--- src/rtl/aes_mode_stream_ctrl.sv ---
// Streaming block-cipher mode controller (ECB/CBC/CFB/OFB/CTR) wrapped around an
// external AES block core. One block is in flight at a time: accept an input block,
// run it through the core, present the result, then return for the next block.
module aes_mode_stream_ctrl #(
   parameter int BLK_W = 128,
   parameter int CTR_W = 32,
   parameter int CNT_W = 16
) (
   input  logic             clk,
   input  logic             rst_n,
   input  logic             start,
   input  logic             abort,
   input  logic             decipher,
   input  logic [2:0]       mode,
   input  logic [BLK_W-1:0] init_vector,
   input  logic             in_valid,
   output logic             in_ready,
   input  logic [BLK_W-1:0] in_data,
   input  logic             in_last,
   output logic             out_valid,
   input  logic             out_ready,
   output logic [BLK_W-1:0] out_data,
   output logic             out_last,
   output logic             core_start,
   output logic             core_decipher,
   output logic [BLK_W-1:0] core_din,
   input  logic [BLK_W-1:0] core_dout,
   input  logic             core_done,
   output logic             busy,
   output logic             err_mode,
   output logic [CNT_W-1:0] blk_cnt
);

   typedef enum logic [1:0] {
      ST_IDLE    = 2'd0,
      ST_WAIT_IN = 2'd1,
      ST_CORE    = 2'd2,
      ST_OUT     = 2'd3
   } state_t;

   localparam logic [2:0] MODE_ECB = 3'd0;
   localparam logic [2:0] MODE_CBC = 3'd1;
   localparam logic [2:0] MODE_CFB = 3'd2;
   localparam logic [2:0] MODE_OFB = 3'd3;
   localparam logic [2:0] MODE_CTR = 3'd4;

   state_t           state_r;
   state_t           state_nxt_s;
   logic [2:0]       mode_r;
   logic             decipher_r;
   logic [BLK_W-1:0] chain_r;
   logic [BLK_W-1:0] in_data_r;
   logic             in_last_r;
   logic [BLK_W-1:0] out_data_r;
   logic             out_last_r;
   logic             out_valid_r;
   logic             in_ready_r;
   logic             core_start_r;
   logic             core_decipher_r;
   logic [BLK_W-1:0] core_din_r;
   logic             busy_r;
   logic             err_mode_r;
   logic [CNT_W-1:0] blk_cnt_r;

   logic             start_ok_s;
   logic             start_bad_s;
   logic             in_fire_s;
   logic             done_s;
   logic             out_fire_s;
   logic [BLK_W-1:0] din_s;
   logic             core_dec_s;
   logic [BLK_W-1:0] res_s;
   logic [BLK_W-1:0] chain_upd_s;
   logic [CTR_W-1:0] ctr_inc_s;

   // Qualified events; abort masks a same-cycle start so it is fully ignored.
   always_comb begin
      start_ok_s  = start && !abort && (state_r == ST_IDLE) && (mode <= MODE_CTR);
      start_bad_s = start && !abort && (state_r == ST_IDLE) && (mode > MODE_CTR);
      in_fire_s   = in_valid && in_ready_r;
      done_s      = core_done && (state_r == ST_CORE);
      out_fire_s  = out_valid_r && out_ready;
   end

   // Next-state logic; abort overrides every transition.
   always_comb begin
      state_nxt_s = state_r;
      if (abort) begin
         state_nxt_s = ST_IDLE;
      end else begin
         case (state_r)
            ST_IDLE:    state_nxt_s = start_ok_s ? ST_WAIT_IN : ST_IDLE;
            ST_WAIT_IN: state_nxt_s = in_fire_s  ? ST_CORE    : ST_WAIT_IN;
            ST_CORE:    state_nxt_s = done_s     ? ST_OUT     : ST_CORE;
            ST_OUT: begin
               if (out_fire_s) begin
                  state_nxt_s = out_last_r ? ST_IDLE : ST_WAIT_IN;
               end else begin
                  state_nxt_s = ST_OUT;
               end
            end
            default:    state_nxt_s = ST_IDLE;
         endcase
      end
   end

   // State register.
   always_ff @(posedge clk) begin
      if (!rst_n) begin
         state_r <= ST_IDLE;
      end else begin
         state_r <= state_nxt_s;
      end
   end

   // Handshake/status outputs registered from the next state so they track the FSM exactly.
   always_ff @(posedge clk) begin
      if (!rst_n) begin
         in_ready_r   <= 1'b0;
         out_valid_r  <= 1'b0;
         busy_r       <= 1'b0;
         core_start_r <= 1'b0;
      end else begin
         in_ready_r   <= (state_nxt_s == ST_WAIT_IN);
         out_valid_r  <= (state_nxt_s == ST_OUT);
         busy_r       <= (state_nxt_s != ST_IDLE);
         core_start_r <= in_fire_s && !abort;
      end
   end

   // Core input selection for the block being accepted; stream modes always run the core forward.
   always_comb begin
      din_s      = in_data;
      core_dec_s = decipher_r;
      case (mode_r)
         MODE_ECB: begin
            din_s      = in_data;
            core_dec_s = decipher_r;
         end
         MODE_CBC: begin
            din_s      = decipher_r ? in_data : (in_data ^ chain_r);
            core_dec_s = decipher_r;
         end
         MODE_CFB, MODE_OFB, MODE_CTR: begin
            din_s      = chain_r;
            core_dec_s = 1'b0;
         end
         default: begin
            din_s      = in_data;
            core_dec_s = decipher_r;
         end
      endcase
   end

   // Result and next chaining value when the core finishes a block.
   always_comb begin
      ctr_inc_s   = chain_r[CTR_W-1:0] + CTR_W'(1);
      res_s       = core_dout;
      chain_upd_s = chain_r;
      case (mode_r)
         MODE_ECB: begin
            res_s       = core_dout;
            chain_upd_s = chain_r;
         end
         MODE_CBC: begin
            res_s       = decipher_r ? (core_dout ^ chain_r) : core_dout;
            chain_upd_s = decipher_r ? in_data_r : core_dout;
         end
         MODE_CFB: begin
            res_s       = core_dout ^ in_data_r;
            chain_upd_s = decipher_r ? in_data_r : (core_dout ^ in_data_r);
         end
         MODE_OFB: begin
            res_s       = core_dout ^ in_data_r;
            chain_upd_s = core_dout;
         end
         MODE_CTR: begin
            res_s                    = core_dout ^ in_data_r;
            chain_upd_s              = chain_r;
            chain_upd_s[CTR_W-1:0]   = ctr_inc_s;
         end
         default: begin
            res_s       = core_dout;
            chain_upd_s = chain_r;
         end
      endcase
   end

   // Datapath: message setup, block capture, result/chain update and block counting.
   always_ff @(posedge clk) begin
      if (!rst_n) begin
         mode_r          <= 3'd0;
         decipher_r      <= 1'b0;
         chain_r         <= '0;
         in_data_r       <= '0;
         in_last_r       <= 1'b0;
         out_data_r      <= '0;
         out_last_r      <= 1'b0;
         core_din_r      <= '0;
         core_decipher_r <= 1'b0;
         err_mode_r      <= 1'b0;
         blk_cnt_r       <= '0;
      end else if (abort) begin
         chain_r <= '0;
      end else begin
         if (start_ok_s) begin
            mode_r     <= mode;
            decipher_r <= decipher;
            chain_r    <= init_vector;
            blk_cnt_r  <= '0;
            err_mode_r <= 1'b0;
         end else if (start_bad_s) begin
            err_mode_r <= 1'b1;
         end
         if (in_fire_s) begin
            in_data_r       <= in_data;
            in_last_r       <= in_last;
            core_din_r      <= din_s;
            core_decipher_r <= core_dec_s;
         end
         if (done_s) begin
            out_data_r <= res_s;
            out_last_r <= in_last_r;
            chain_r    <= chain_upd_s;
         end
         if (out_fire_s) begin
            blk_cnt_r <= blk_cnt_r + CNT_W'(1);
         end
      end
   end

   assign in_ready      = in_ready_r;
   assign out_valid     = out_valid_r;
   assign out_data      = out_data_r;
   assign out_last      = out_last_r;
   assign core_start    = core_start_r;
   assign core_decipher = core_decipher_r;
   assign core_din      = core_din_r;
   assign busy          = busy_r;
   assign err_mode      = err_mode_r;
   assign blk_cnt       = blk_cnt_r;

endmodule

--- config.mk ---
export PLATFORM = sky130hd
export DESIGN_NAME = aes_mode_stream_ctrl
export DESIGN_NICKNAME = d
export VERILOG_FILES = /design/src/rtl/aes_mode_stream_ctrl.sv
export SDC_FILE = /design/constraint.sdc
export NUM_CORES = 2
export LEC_CHECK = 0
export CAP_MARGIN = 20
export CORE_MARGIN = 3
export CORE_UTILIZATION = 37
export DETAILED_ROUTE_END_ITERATION = 8
export GPL_TIMING_DRIVEN = 0
export SLEW_MARGIN = 20
export SYNTH_ARGS = -nofsm -noshare
export SYNTH_HDL_FRONTEND = slang
export SYNTH_SLANG_ARGS = --single-unit
--- constraint.sdc ---
create_clock -name clk -period 6.16 [get_ports clk]
set_input_delay 0.924 -clock clk [delete_from_list [all_inputs] [get_ports clk]]
set_output_delay 0.924 -clock clk [all_outputs]
set_load 0.02 [all_outputs]
==> metrics.txt <==
CTS tree built; leading area contributor after synthesis dfxtp_1; Hold Buf Count CTS 0; Chip Height 314 um; Area contributors post-synth dfxtp_1, o21ai_0, nand2_1; clk root buf clkbuf_16; Slew Limit Fails 0; Fin. Hold Viols 0; share of layout cells above drive strength 1 0.0402; mean area per synthesized cell 6.97 sq um; post-DR wirelength/cell 28.5 um; # nets final 6168; outcome finished clean; RSZ-0062 raised after global routing false; Hold Path End out_data[101]; Lkg Pwr 14.4 nW; via count 44641; reg2reg setup slack 1.91 ns; Worst R2R Path Depth 8; crit path from mode_r[2]; fin crit period 4.25 ns; Setup Crit Path Kind reg2reg; Die W 314 um; row count 112; Yosys top cell area share 0.310; post-CTS setup repair buffer count 0; CP Max Fanout 10; Area growth syn-to-layout 31.2%; dpl cells 6951; initial antenna violation count 37; slew margin rel. 0.187; EDFF count, synth 0; Crit. End Element flip-flop; gr ovfl total 0; CP arrival 4.84 ns; maxcap violations 0; core area 93600 sq um; commonest register cell after synthesis dfxtp_1; Cell Pwr Density 210 nW/um^2; FF/Latch Area 10900 sq um; clk sinks 542; DRC 0; end of the worst register-to-register path core_din[38]; antenna-violating nets left 0; clk buf depth 3; clock buffer count from CTS 71; Worst Skew 0.0200 ns; Fill cells 9636; Post-Synthesis Cells 5019; 1st-pass router iterations 7; type of the worst min-delay path reg2reg; post-route cell area 45900 sq um; latest clock arrival within the worst-skew pair 0.66 ns; Cell Area, Placed 43400 sq um; Setup TNS 0 ns; area of the multi-input gates 22100 sq um; FF-to-FF Start mode_r[2]; DRT Wirelength 202 mm; HP Start out_data[101]; Max Fclk 235 MHz; Worst Hold Depth 2; Placer Congestion 1.03; Synth Cell Area 35000 sq um; IO Count 675; vias per cell 6.28; register area share after synthesis 0.310; Tot GR Track Use 0.388; Ys Warns 0; vias in the first global route 40150; async set or reset register ratio after synthesis 0; first-pass GRT wire length 284 mm; IO buf count 674; H-tree Lvls 3; post-synth cell types 75; largest net degree at the start of global routing 13; CP required 6.75 ns; part of the cycle the worst path needs 0.691; CP Launch Type flip-flop; Resized Gates After CTS 0; flops & latches, synth 542; transition time of the tightest slew-check pin 1.22 ns; Post-Synthesis Net Count 5417; number of DRC markers in iteration 0 5880; Final HPWL DP 152 mm; final count of negative-setup-slack endpoints 0; Clk pin slew, worst setup/hold paths 0.06 ns; initial core utilization 0.374; Peak supply drop 0.000203 V; Hold Slack 0.448 ns; post-route insts no fill 7105; die area 98300 sq um
[layout by cell type, fill, tap and decap left out, types with 59 or more instances in the layout]
cell	n
nor2_1	256
o21ai_1	69
clkbuf_1	400
a32oi_1	69
a311oi_1	73
o2bb2ai_1	75
nand2_1	876
a22o_1	67
nor2b_1	66
a21oi_1	586
a221oi_1	82
buf_2	59
o2111ai_1	63
clkdlybuf4s50_1	674
nor3_1	59
xnor2_1	103
o21ai_0	679
nand3_1	108
dfxtp_1	542
nor3b_1	70
and3_1	78
clkbuf_16	74
o22ai_1	78
a22oi_1	91
[state kept, by name (all words and copies together), names as in the netlist, 2 cells and up]
| name | flops |
|---|---|
| state_r | 2 |
| out_data | 128 |
| in_data_r | 128 |
| mode_r | 3 |
| blk_cnt | 16 |
| core_din | 128 |
| chain_r | 128 |
[per-stage QoR]
step	power (mW)	util	setup slack [ns]
2_1_floorplan	4.35	-	3.79
3_3_place_gp	5.17	0.463	0.727
3_5_place_dp	5.19	0.464	1.55
4_1_cts	9.59	0.490	2.19
5_1_grt	9.86	0.490	2.03
6_report	9.65	0.490	1.91
[cell type report]
class,count,share of cell area
multi-input cells,3954,0.481
flip-flops and latches,542,0.236
repair buffers,678,0.149
clock buffers,99,0.0452
plain buffers,507,0.0445
well taps,1254,0.0342
clock inverters,30,0.00758
diodes,25,0.00136
inverters,16,0.00131
[cells in the mapped netlist, types with 5 or more instances]
master / n
and3_1: 78
dfxtp_1: 542
a211oi_1: 16
a311oi_1: 73
a21oi_1: 586
nand2_1: 876
nor3_1: 60
nor4_1: 21
nand4_1: 11
buf_2: 59
buf_1: 37
a32oi_1: 69
or2_2: 5
buf_4: 9
a22o_1: 67
a31o_2: 9
inv_1: 14
nand2b_1: 50
a21o_1: 7
o2111ai_1: 63
and2_1: 55
o31ai_1: 5
clkbuf_1: 399
mux2i_1: 7
nor2b_1: 67
nor3b_1: 70
o2bb2ai_1: 75
o211ai_1: 16
o21ai_0: 679
o31a_1: 16
o21ai_1: 69
o22ai_1: 78
a21boi_0: 46
nand3_1: 108
a221oi_1: 82
a31oi_1: 17
nand3b_1: 58
o221ai_1: 5
a22oi_1: 91
xnor2_1: 103
or3_1: 7
nor2_1: 257
[report_power, final]
group          internal, mW  leakage (nW)  switching (mW)
combinational         0.557          8.76            1.03
sequential             3.54          4.37          0.0495
clock                  2.65          1.21            1.81
[worst max path at each step]
stage	end	depth (start not counted)
6_report	core_din[38]	8
5_1_grt	core_din[9]	8
4_1_cts	core_din[9]	8
3_5_place_dp	core_din[64]	7
3_3_place_gp	core_din[65]	7
2_1_floorplan	chain_r[25]	6
[metal layers]
metal | global-route usage | vias to the layer above | wire (um)
met5 | 0 | - | 92
met4 | 0.231 | 14 | 13100
met3 | 0.0951 | 536 | 22200
met2 | 0.582 | 2838 | 86800
met1 | 0.504 | 21396 | 79900
li1 | - | 19857 | -
[kinds of logic after synthesis]
| family | after synthesis | share of synthesized area |
|---|---|---|
| muxes | 8 | 0.00232 |
| AOI/OAI and AO/OA | 2090 | 0.367 |
| adders and majority gates | 2 | 0.000715 |
| and+or+nand+nor | 1747 | 0.234 |
| buffers and inverters | 523 | 0.0596 |
| xor gates and xnor gates | 107 | 0.0268 |
| DFF | 542 | 0.310 |
[worst max-delay path, stage by stage, from the launching register on]
cell       delay [ns]
dfxtp_1          0.37
buf_2            0.23
buf_4            0.34
buf_2            0.52
clkbuf_1         0.95
buf_2            0.69
clkbuf_1         0.58
o2111ai_1        0.28
a21oi_1          0.18
Note: power is estimated with default switching activity, not from simulation.
